==> config.mk <==
export PLATFORM = sky130hd
export DESIGN_NAME = conv_seq_ctrl_flat
export DESIGN_NICKNAME = d
export VERILOG_FILES = /design/src/rtl/conv_seq_ctrl_if.sv /design/src/rtl/conv_seq_ctrl.sv /design/src/flat_wrapper.sv
export SDC_FILE = /design/constraint.sdc
export NUM_CORES = 1
export LEC_CHECK = 0
export ABC_CLOCK_PERIOD_IN_PS = 3800
export BUFFER_PORTS_ARGS = -buffer_cell sky130_fd_sc_hd__buf_2
export CELL_PAD_IN_SITES_DETAIL_PLACEMENT = 0
export CELL_PAD_IN_SITES_GLOBAL_PLACEMENT = 1
export CORE_MARGIN = 5
export CORE_UTILIZATION = 33
export DETAILED_ROUTE_END_ITERATION = 6
export PLACE_DENSITY_LB_ADDON = 0.1
export SLEW_MARGIN = 20
export SYNTH_ARGS = -nofsm -noshare
export SYNTH_HDL_FRONTEND = slang
export SYNTH_SLANG_ARGS = --single-unit
==> constraint.sdc <==
create_clock -name clk -period 3.8 [get_ports clk]
set_clock_uncertainty 0.1 [all_clocks]
set_input_delay 0.38 -clock clk [delete_from_list [all_inputs] [get_ports clk]]
set_output_delay 0.38 -clock clk [all_outputs]
set_load 0.05 [all_outputs]
==> src/rtl/conv_seq_ctrl_if.sv <==
// Frame-buffer read port plus the engine-side bus shared by conv_seq_ctrl (master)
// and the accurate/approximate convolution engines with their pixel source (slave).
interface conv_seq_ctrl_if #(
    parameter int DATA_W = 8,
    parameter int K_SIZE = 3
);
    logic                            pix_req;
    logic [3:0]                      pix_addr;
    logic [DATA_W-1:0]               pix_data;
    logic                            eng_start;
    logic [DATA_W-1:0]               eng_pixel;
    logic                            eng_sel;
    logic [DATA_W*K_SIZE*K_SIZE-1:0] eng_kernel;
    logic                            valid_acc;
    logic [2*DATA_W-1:0]             out_acc;
    logic                            valid_apx;
    logic [2*DATA_W-1:0]             out_apx;

    modport master (
        output pix_req, pix_addr, eng_start, eng_pixel, eng_sel, eng_kernel,
        input  pix_data, valid_acc, out_acc, valid_apx, out_apx
    );

    modport slave (
        input  pix_req, pix_addr, eng_start, eng_pixel, eng_sel, eng_kernel,
        output pix_data, valid_acc, out_acc, valid_apx, out_apx
    );
endinterface

==> src/rtl/conv_seq_ctrl.sv <==
// Frame sequencer: fetches each pixel, starts the selected convolution engine, waits for its
// result (with timeout) and streams indexed results out.
module conv_seq_ctrl #(
    parameter int DATA_W  = 8,
    parameter int K_SIZE  = 3,
    parameter int MAX_PIX = 16,
    parameter int TMO     = 15
) (
    input  logic                            clk,
    input  logic                            rst,
    conv_seq_ctrl_if.master                 bus,
    input  logic                            go,
    input  logic                            mode,
    input  logic [4:0]                      num_pix,
    input  logic [DATA_W*K_SIZE*K_SIZE-1:0] kernel_in,
    output logic                            res_valid,
    output logic [2*DATA_W-1:0]             res_data,
    output logic [3:0]                      res_idx,
    output logic                            busy,
    output logic                            done,
    output logic                            tmo_err
);
    localparam int KW    = DATA_W * K_SIZE * K_SIZE;
    localparam int TMO_W = $clog2(TMO + 1);

    typedef enum logic [2:0] {IDLE, FETCH, ISSUE, WAIT, EMIT, DONE} state_t;

    state_t              state;
    state_t              state_nxt;
    logic [3:0]          idx;
    logic [4:0]          count;
    logic [TMO_W-1:0]    wait_cnt;
    logic [KW-1:0]       kernel_q;
    logic                sel_q;
    logic [DATA_W-1:0]   pixel_q;
    logic [2*DATA_W-1:0] res_q;
    logic                tmo_q;

    logic                sel_valid;
    logic [2*DATA_W-1:0] sel_out;
    logic                last_pix;
    logic                wait_expired;
    logic [4:0]          num_clamped;

    // Only the engine chosen at frame start can complete a pixel; the other one is ignored.
    assign sel_valid    = sel_q ? bus.valid_apx : bus.valid_acc;
    assign sel_out      = sel_q ? bus.out_apx : bus.out_acc;
    assign last_pix     = ({1'b0, idx} == (count - 5'd1));
    assign wait_expired = (wait_cnt == TMO_W'(TMO - 1));
    assign num_clamped  = (num_pix > 5'(MAX_PIX)) ? 5'(MAX_PIX) : num_pix;

    always_ff @(posedge clk or posedge rst) begin
        if (rst) begin
            state <= IDLE;
        end else begin
            state <= state_nxt;
        end
    end

    always_comb begin
        state_nxt = state;
        case (state)
            IDLE:    if (go) state_nxt = (num_pix == 5'd0) ? DONE : FETCH;
            FETCH:   state_nxt = ISSUE;
            ISSUE:   state_nxt = WAIT;
            WAIT: begin
                if (sel_valid) begin
                    state_nxt = EMIT;
                end else if (wait_expired) begin
                    state_nxt = DONE;
                end
            end
            EMIT:    state_nxt = last_pix ? DONE : FETCH;
            DONE:    state_nxt = IDLE;
            default: state_nxt = IDLE;
        endcase
    end

    // Kernel and engine select are frozen at an accepted go so mid-frame input changes cannot leak in.
    always_ff @(posedge clk or posedge rst) begin
        if (rst) begin
            idx      <= '0;
            count    <= '0;
            wait_cnt <= '0;
            kernel_q <= '0;
            sel_q    <= 1'b0;
            pixel_q  <= '0;
            res_q    <= '0;
            tmo_q    <= 1'b0;
        end else begin
            case (state)
                IDLE: begin
                    if (go) begin
                        kernel_q <= kernel_in;
                        sel_q    <= mode;
                        count    <= num_clamped;
                        idx      <= '0;
                        tmo_q    <= 1'b0;
                    end
                end
                ISSUE: begin
                    pixel_q  <= bus.pix_data;
                    wait_cnt <= '0;
                end
                WAIT: begin
                    if (sel_valid) begin
                        res_q <= sel_out;
                    end else if (wait_expired) begin
                        tmo_q <= 1'b1;
                    end else begin
                        wait_cnt <= wait_cnt + 1'b1;
                    end
                end
                EMIT: begin
                    if (!last_pix) begin
                        idx <= idx + 4'd1;
                    end
                end
                default: ;
            endcase
        end
    end

    assign bus.pix_req    = (state == FETCH);
    assign bus.pix_addr   = idx;
    assign bus.eng_start  = (state == ISSUE);
    assign bus.eng_pixel  = pixel_q;
    assign bus.eng_sel    = sel_q;
    assign bus.eng_kernel = kernel_q;
    assign res_valid      = (state == EMIT);
    assign res_data       = res_q;
    assign res_idx        = idx;
    assign busy           = (state != IDLE);
    assign done           = (state == DONE);
    assign tmo_err        = tmo_q;
endmodule

==> src/flat_wrapper.sv <==
// flat-port wrapper written by rule: the top's interface ports become plain ports
module conv_seq_ctrl_flat 
#(
    parameter int DATA_W  = 8,
    parameter int K_SIZE  = 3,
    parameter int MAX_PIX = 16,
    parameter int TMO     = 15
)
  (clk, rst, go, mode, num_pix, kernel_in, res_valid, res_data, res_idx, busy, done, tmo_err, bus_pix_req, bus_pix_addr, bus_eng_start, bus_eng_pixel, bus_eng_sel, bus_eng_kernel, bus_pix_data, bus_valid_acc, bus_out_acc, bus_valid_apx, bus_out_apx);
  conv_seq_ctrl_if #(.DATA_W(DATA_W), .K_SIZE(K_SIZE)) bus_i ();
  input  logic clk;
  input  logic rst;
  input  logic go;
  input  logic mode;
  input  logic [4:0] num_pix;
  input  logic [DATA_W*K_SIZE*K_SIZE-1:0] kernel_in;
  output logic res_valid;
  output logic [2*DATA_W-1:0] res_data;
  output logic [3:0] res_idx;
  output logic busy;
  output logic done;
  output logic tmo_err;
  output wire logic [$bits(bus_i.pix_req)-1:0] bus_pix_req;
  output wire logic [$bits(bus_i.pix_addr)-1:0] bus_pix_addr;
  output wire logic [$bits(bus_i.eng_start)-1:0] bus_eng_start;
  output wire logic [$bits(bus_i.eng_pixel)-1:0] bus_eng_pixel;
  output wire logic [$bits(bus_i.eng_sel)-1:0] bus_eng_sel;
  output wire logic [$bits(bus_i.eng_kernel)-1:0] bus_eng_kernel;
  input wire logic [$bits(bus_i.pix_data)-1:0] bus_pix_data;
  input wire logic [$bits(bus_i.valid_acc)-1:0] bus_valid_acc;
  input wire logic [$bits(bus_i.out_acc)-1:0] bus_out_acc;
  input wire logic [$bits(bus_i.valid_apx)-1:0] bus_valid_apx;
  input wire logic [$bits(bus_i.out_apx)-1:0] bus_out_apx;
  assign bus_pix_req = bus_i.pix_req;
  assign bus_pix_addr = bus_i.pix_addr;
  assign bus_eng_start = bus_i.eng_start;
  assign bus_eng_pixel = bus_i.eng_pixel;
  assign bus_eng_sel = bus_i.eng_sel;
  assign bus_eng_kernel = bus_i.eng_kernel;
  assign bus_i.pix_data = bus_pix_data;
  assign bus_i.valid_acc = bus_valid_acc;
  assign bus_i.out_acc = bus_out_acc;
  assign bus_i.valid_apx = bus_valid_apx;
  assign bus_i.out_apx = bus_out_apx;
  conv_seq_ctrl #(.DATA_W(DATA_W), .K_SIZE(K_SIZE), .MAX_PIX(MAX_PIX), .TMO(TMO)) u_core (.clk(clk), .rst(rst), .bus(bus_i), .go(go), .mode(mode), .num_pix(num_pix), .kernel_in(kernel_in), .res_valid(res_valid), .res_data(res_data), .res_idx(res_idx), .busy(busy), .done(done), .tmo_err(tmo_err));
endmodule
# --- Yosys cells after proc, flatten, opt, wreduce, memory -nomap -nowiden ---
# Index checks and enable logic that the tools add are counted.
word_totals:
  regBits: 114
  input_bits: 123
  elab_cells: 57
classes:
  addsub: 3
  n_lt_le_gt_ge: 1
  eq_ne: 13
  muxes: 19
  n_reduce_logical: 12
op_table:
  columns: ["op", "n"]
  rows:
  - ["16-bit two-way mux", 1]
  - ["4-bit two-way mux", 4]
  - ["4-bit case mux with 2 select lines", 2]
  - ["3-bit two-way mux", 5]
  - ["3-bit case mux with 5 select lines", 1]
  - ["4-bit by 1-bit adder with 4-bit output (second input constant)", 2]
  - ["2-bit inequality test (second input constant)", 4]
  - ["3-bit by 2-bit == test with 1-bit output (second input constant)", 2]
  - ["3-bit == test (second input constant)", 2]
  - ["2-bit AND reduction", 3]
  - ["3-bit AND reduction", 2]
  - ["2-bit nonzero test", 3]
  - ["4-bit by 5-bit == test with 1-bit output", 1]
  - ["5-bit > comparator (second input constant)", 1]
  - ["5-bit zero test", 1]
  - ["5-bit two-way mux", 1]
  - ["5-bit by 1-bit subtractor with 5-bit output (second input constant)", 1]
  - ["4-bit == test (second input constant)", 1]
  - ["1-bit two-way mux", 4]
  - ["4-bit AND reduction", 1]
  - ["3-bit by 1-bit == test with 1-bit output (second input constant)", 1]
  - ["3-bit zero test", 1]
  - ["3-bit by 1-bit inequality test with 1-bit output (second input constant)", 1]
  - ["3-bit nonzero test", 1]
  - ["2 further kinds", 2]

# --- Logic depth before layout (Yosys ltp) ---
depth:
  depth_word: 4
  mapped_depth: 7

# --- Worst setup path after synthesis ---
# OpenSTA, ideal clock, no wires.
synth_path:
  kind: "register to register"
  from: "reg u_core.state[0]"
  to: "reg u_core.idx[3], in the netlist u_core.bus.pix_addr[3]"
  setup_time_ns: 0.078
  arrival_ns: 2.457
  setup_slack_ns: 1.165
  path_stages_with_launch: 5
  n_path_buf: 0
  cell_sequence: "dfrtp_1 nor3b_1 nand4_1 or3_1 a21oi_1"
synth_via:
  elab_chain_cells: 3
  word_cells_on_any_way: 7
synth_rtl:
  columns: ["element", "line", "text"]
  rows:
  - ["from (decl)", "conv_seq_ctrl.sv:28", "state_t state;"]
  - ["from (signal assigned)", "conv_seq_ctrl.sv:56", "state <= state_nxt;"]
  - ["3-bit == test (*)", null, null]
  - ["named net res_valid", "flat_wrapper.sv:17", "output logic res_valid;"]
  - ["2-bit inequality test (no line) or 2-bit nonzero test (tied branches)", null, null]
  - ["3-bit AND reduction (no line)", null, null]
  - ["to (signal assigned)", "conv_seq_ctrl.sv:116", "idx <= idx + 4'd1;"]
  - ["to (decl)", "conv_seq_ctrl.sv:30", "logic [3:0] idx;"]
# Mark *: on every way through the listed nets, which the timed path passes. The rest lies on a longest branch.
# A chain may end at the register's enable or synchronous reset.

# --- Final worst setup path ---
layout_path:
  from: "reg u_core.state[0]"
  to: "out res_valid"
layout_via:
  elab_chain_cells: 1
layout_rtl:
  columns: ["element", "line", "text"]
  rows:
  - ["3-bit == test", "conv_seq_ctrl.sv:130", "assign res_valid = (state == EMIT);"]
  - ["to (decl)", "flat_wrapper.sv:17", null]
# No other way between the ends.

==> results by group <==
Setup path
  • Arrival @ worst endpoint: 1.87 ns
  • Worst EP required: 3.32 ns
  • Worst Path Buf+Inv: 1
  • Worst r2r dst: u_core.bus.eng_sel
  • Slowest stage delay, CP: 0.62 ns
  • CP cell instances: nor3b_1 > buf_2
  • Reg2reg setup slack: 1.61 ns
  • CP Capture Type: output port
  • R2R depth: 5
  • Slowest cell on the critical path: nor3b_1
  • Crit Path Max Fanout: 9
  • Startpoint Class: register
  • RR Startpoint: u_core.state[0]
  • Crit Path Class: reg -> out
  • CP delay by family, top: simple AND/OR/NAND/NOR gates
  • Crit path launch: u_core.state[0]

Synth
  • Post-Syn Nets: 631
  • Fraction of synthesized area in multiplexers: 5.90%
  • Syn Std Cell Area: 4770 sq um
  • Mean Syn Cell Area: 9.47 sq um
  • Cells after Synth: 504
  • Synth Area in Compound Gates: 3.64%
  • Synth warn: 0
  • FFs w/ async S/R, synth: 100%
  • Post-synthesis register bit count: 114
  • Post-synthesis simple-gate area fraction: 24.9%
  • Post-synth EDFFs: 0
  • Post-synth top flop: dfrtp_1
  • Adder-cell area share of the yosys netlist: 1.05%
  • Sequential area share after synthesis: 59.8%
  • Largest family of logic cells by synthesized area: simple AND/OR/NAND/NOR gates
  • Xor/xnor cell area share of the yosys netlist: 1.28%
  • Netlist cell types: 35

Floorplanning
  • Core box area: 14,400 sq um
  • DIE WIDTH: 130 um
  • Die Ht: 130 um
  • Number of placement rows: 44
  • Initial Utilization: 33.2%
  • I/O Pins: 234
  • DIE AREA: 17,000 sq um

Timing
  • Slew Limit Fails: 0
  • Unrepaired setup endpoints after global routing: false
  • Final setup TNS: 0 ns
  • Slew @ Worst Pin: 0.825 ns
  • Crit path time final: 2.35 ns
  • Final Hold Violating Endpoints: 1
  • Peak Freq: 426 MHz
  • Final Setup Violations: 0
  • Slew headroom: 45.0%
  • Hold WS: -0.00330 ns
  • Fin crit share: 61.7%

Cells and area
  • Post-layout util: 46.2%
  • Most frequent cells in the layout: nand2_1, buf_2, dfrtp_1, nor2_1, a21oi_1
  • Fin nets: 860
  • Antenna cells: 0
  • Share of cells above drive strength 1: 38.0%
  • Synthesis-to-finish area growth: 39.0%

Route
  • DRT iter0 DRCs: 199
  • Antenna Violating Nets Remaining: 0
  • Vias per cell: 4.41
  • Routed wire per std cell: 14.3 um
  • Drt pass-1 iters: 4
  • DR DRC count: 0
  • Vias: 4,097
  • Total Wirelength: 13,300 um

Clock network
  • TritonCTS buffer count: 17
  • Clk slew on worst S/H paths: 0.05 ns
  • Post-CTS Setup Bufs: 0
  • H-tree levels: 4
  • Clk sink count: 114
  • CTS tree: built
  • Cts hold-fix bufs: 0
  • CTS max path bufs: 2
  • Root buffer cell: clkbuf_16
  • Post-CTS Resized: 0
  • Worst skew pair latency: 0.41 ns

Hold path
  • HP Class: in -> async

Placed design
  • DP HPWL: 9470 um
  • Routability Congestion: 0.798
  • IO buf count: 233

Outcome
  • Failing checks: negative hold slack
  • Status: finished with violations

GRT
  • Largest net degree at the start of global routing: 76
  • Antenna violations before repair: 1
  • Total grt overflow: 0
  • Vias in the first global route: 4,045
  • Total track usage: 15.6%
  • First-pass GRT wire length: 20,400 um

Job
  • Max Cap Viol: 0

Pwr
  • PwrDens: 1090 nW/um^2
  • Leak Pwr: 0.00367 uW
  • VDD IR max: 0.473 mV
-- kinds of logic after synthesis --
group,count (synthesis)
fa+ha+maj,4
simple gates,288
xor+xnor,7
buf+inv,34
compound gates,30
mux,27
flops,114
-- where the power goes --
part / internal, uW / switching (uW)
sequential: 1770 / 315
clock: 906 / 520
combinational: 892 / 2860
total: 3570 / 3690
-- layout make-up --
type / count / area, sq um
fill: 1438 / 7730
sequential: 114 / 2850
multi-input combinational: 356 / 1760
timing repair buffer: 238 / 1230
clock buffer: 25 / 505
tap: 184 / 230
clock inverter: 5 / 27.5
inverter: 6 / 25.0
-- worst reg2reg max path: cells and delay by family, from the launching register on --
family	cells	cell delay (ns)
buf+inv	1	0.34
flops	1	0.45
simple gates	4	1.24
-- worst max path at each step --
| stage | depth (start not counted) | slack (ns) | to |
|---|---|---|---|
| floorplan | 1 | 0.30 | u_core.bus.eng_kernel[0] |
| global placement | 4 | 1.64 | u_core.res_data[2] |
| detailed placement | 4 | 1.54 | u_core.res_data[5] |
| CTS | 2 | 1.46 | res_valid |
| global route | 2 | 1.37 | res_valid |
| finish | 2 | 1.45 | res_valid |
-- flip-flops by register name, summed over array words and instances, names as in the netlist --
signal / count
u_core.count: 5
u_core.tmo_err: 1
u_core.bus.eng_pixel: 8
u_core.bus.eng_kernel: 72
u_core.state: 3
u_core.res_data: 16
u_core.bus.pix_addr: 4
u_core.wait_cnt: 4
u_core.bus.eng_sel: 1
-- synthesized netlist by cell type (all sizes together) (2+ instances only) --
| master | instances | share of area, % |
|---|---|---|
| nand2 | 234 | 18 |
| dfrtp | 114 | 60 |
| nor2 | 24 | 1.9 |
| a21oi | 20 | 2.1 |
| buf | 19 | 2.3 |
| mux2i | 18 | 3.8 |
| clkbuf | 9 | 0.71 |
| mux2 | 9 | 2.1 |
| nand3b | 7 | 1.1 |
| inv | 6 | 0.47 |
| o21ai | 6 | 0.63 |
| nor3 | 5 | 0.76 |
| ha | 4 | 1.0 |
| or3 | 4 | 0.52 |
| xor2 | 4 | 0.73 |
| nor3b | 3 | 0.47 |
| xnor2 | 3 | 0.55 |
| nand4 | 2 | 0.26 |
-- routing by layer --
layer / GRT usage, % / wire [um] / vias up
li1: - / - / 2056
met1: 18.4 / 5480 / 1877
met2: 24.6 / 6230 / 144
met3: 7.78 / 1380 / 18
met4: 5.93 / 217 / 2
met5: 0 / 13 / -
-- through the flow --
stage               cells  setup slack, ns  cell area, sq um  total power [uW]
floorplan             504            0.304              4770              4980
global placement      898             1.64              6100              5840
detailed placement    898             1.54              6100              5900
CTS                   928             1.46              6630              7360
global route          928             1.37              6630              7680
finish                928             1.45              6630              7260
No activity file was read; power rests on OpenSTA's default activity.
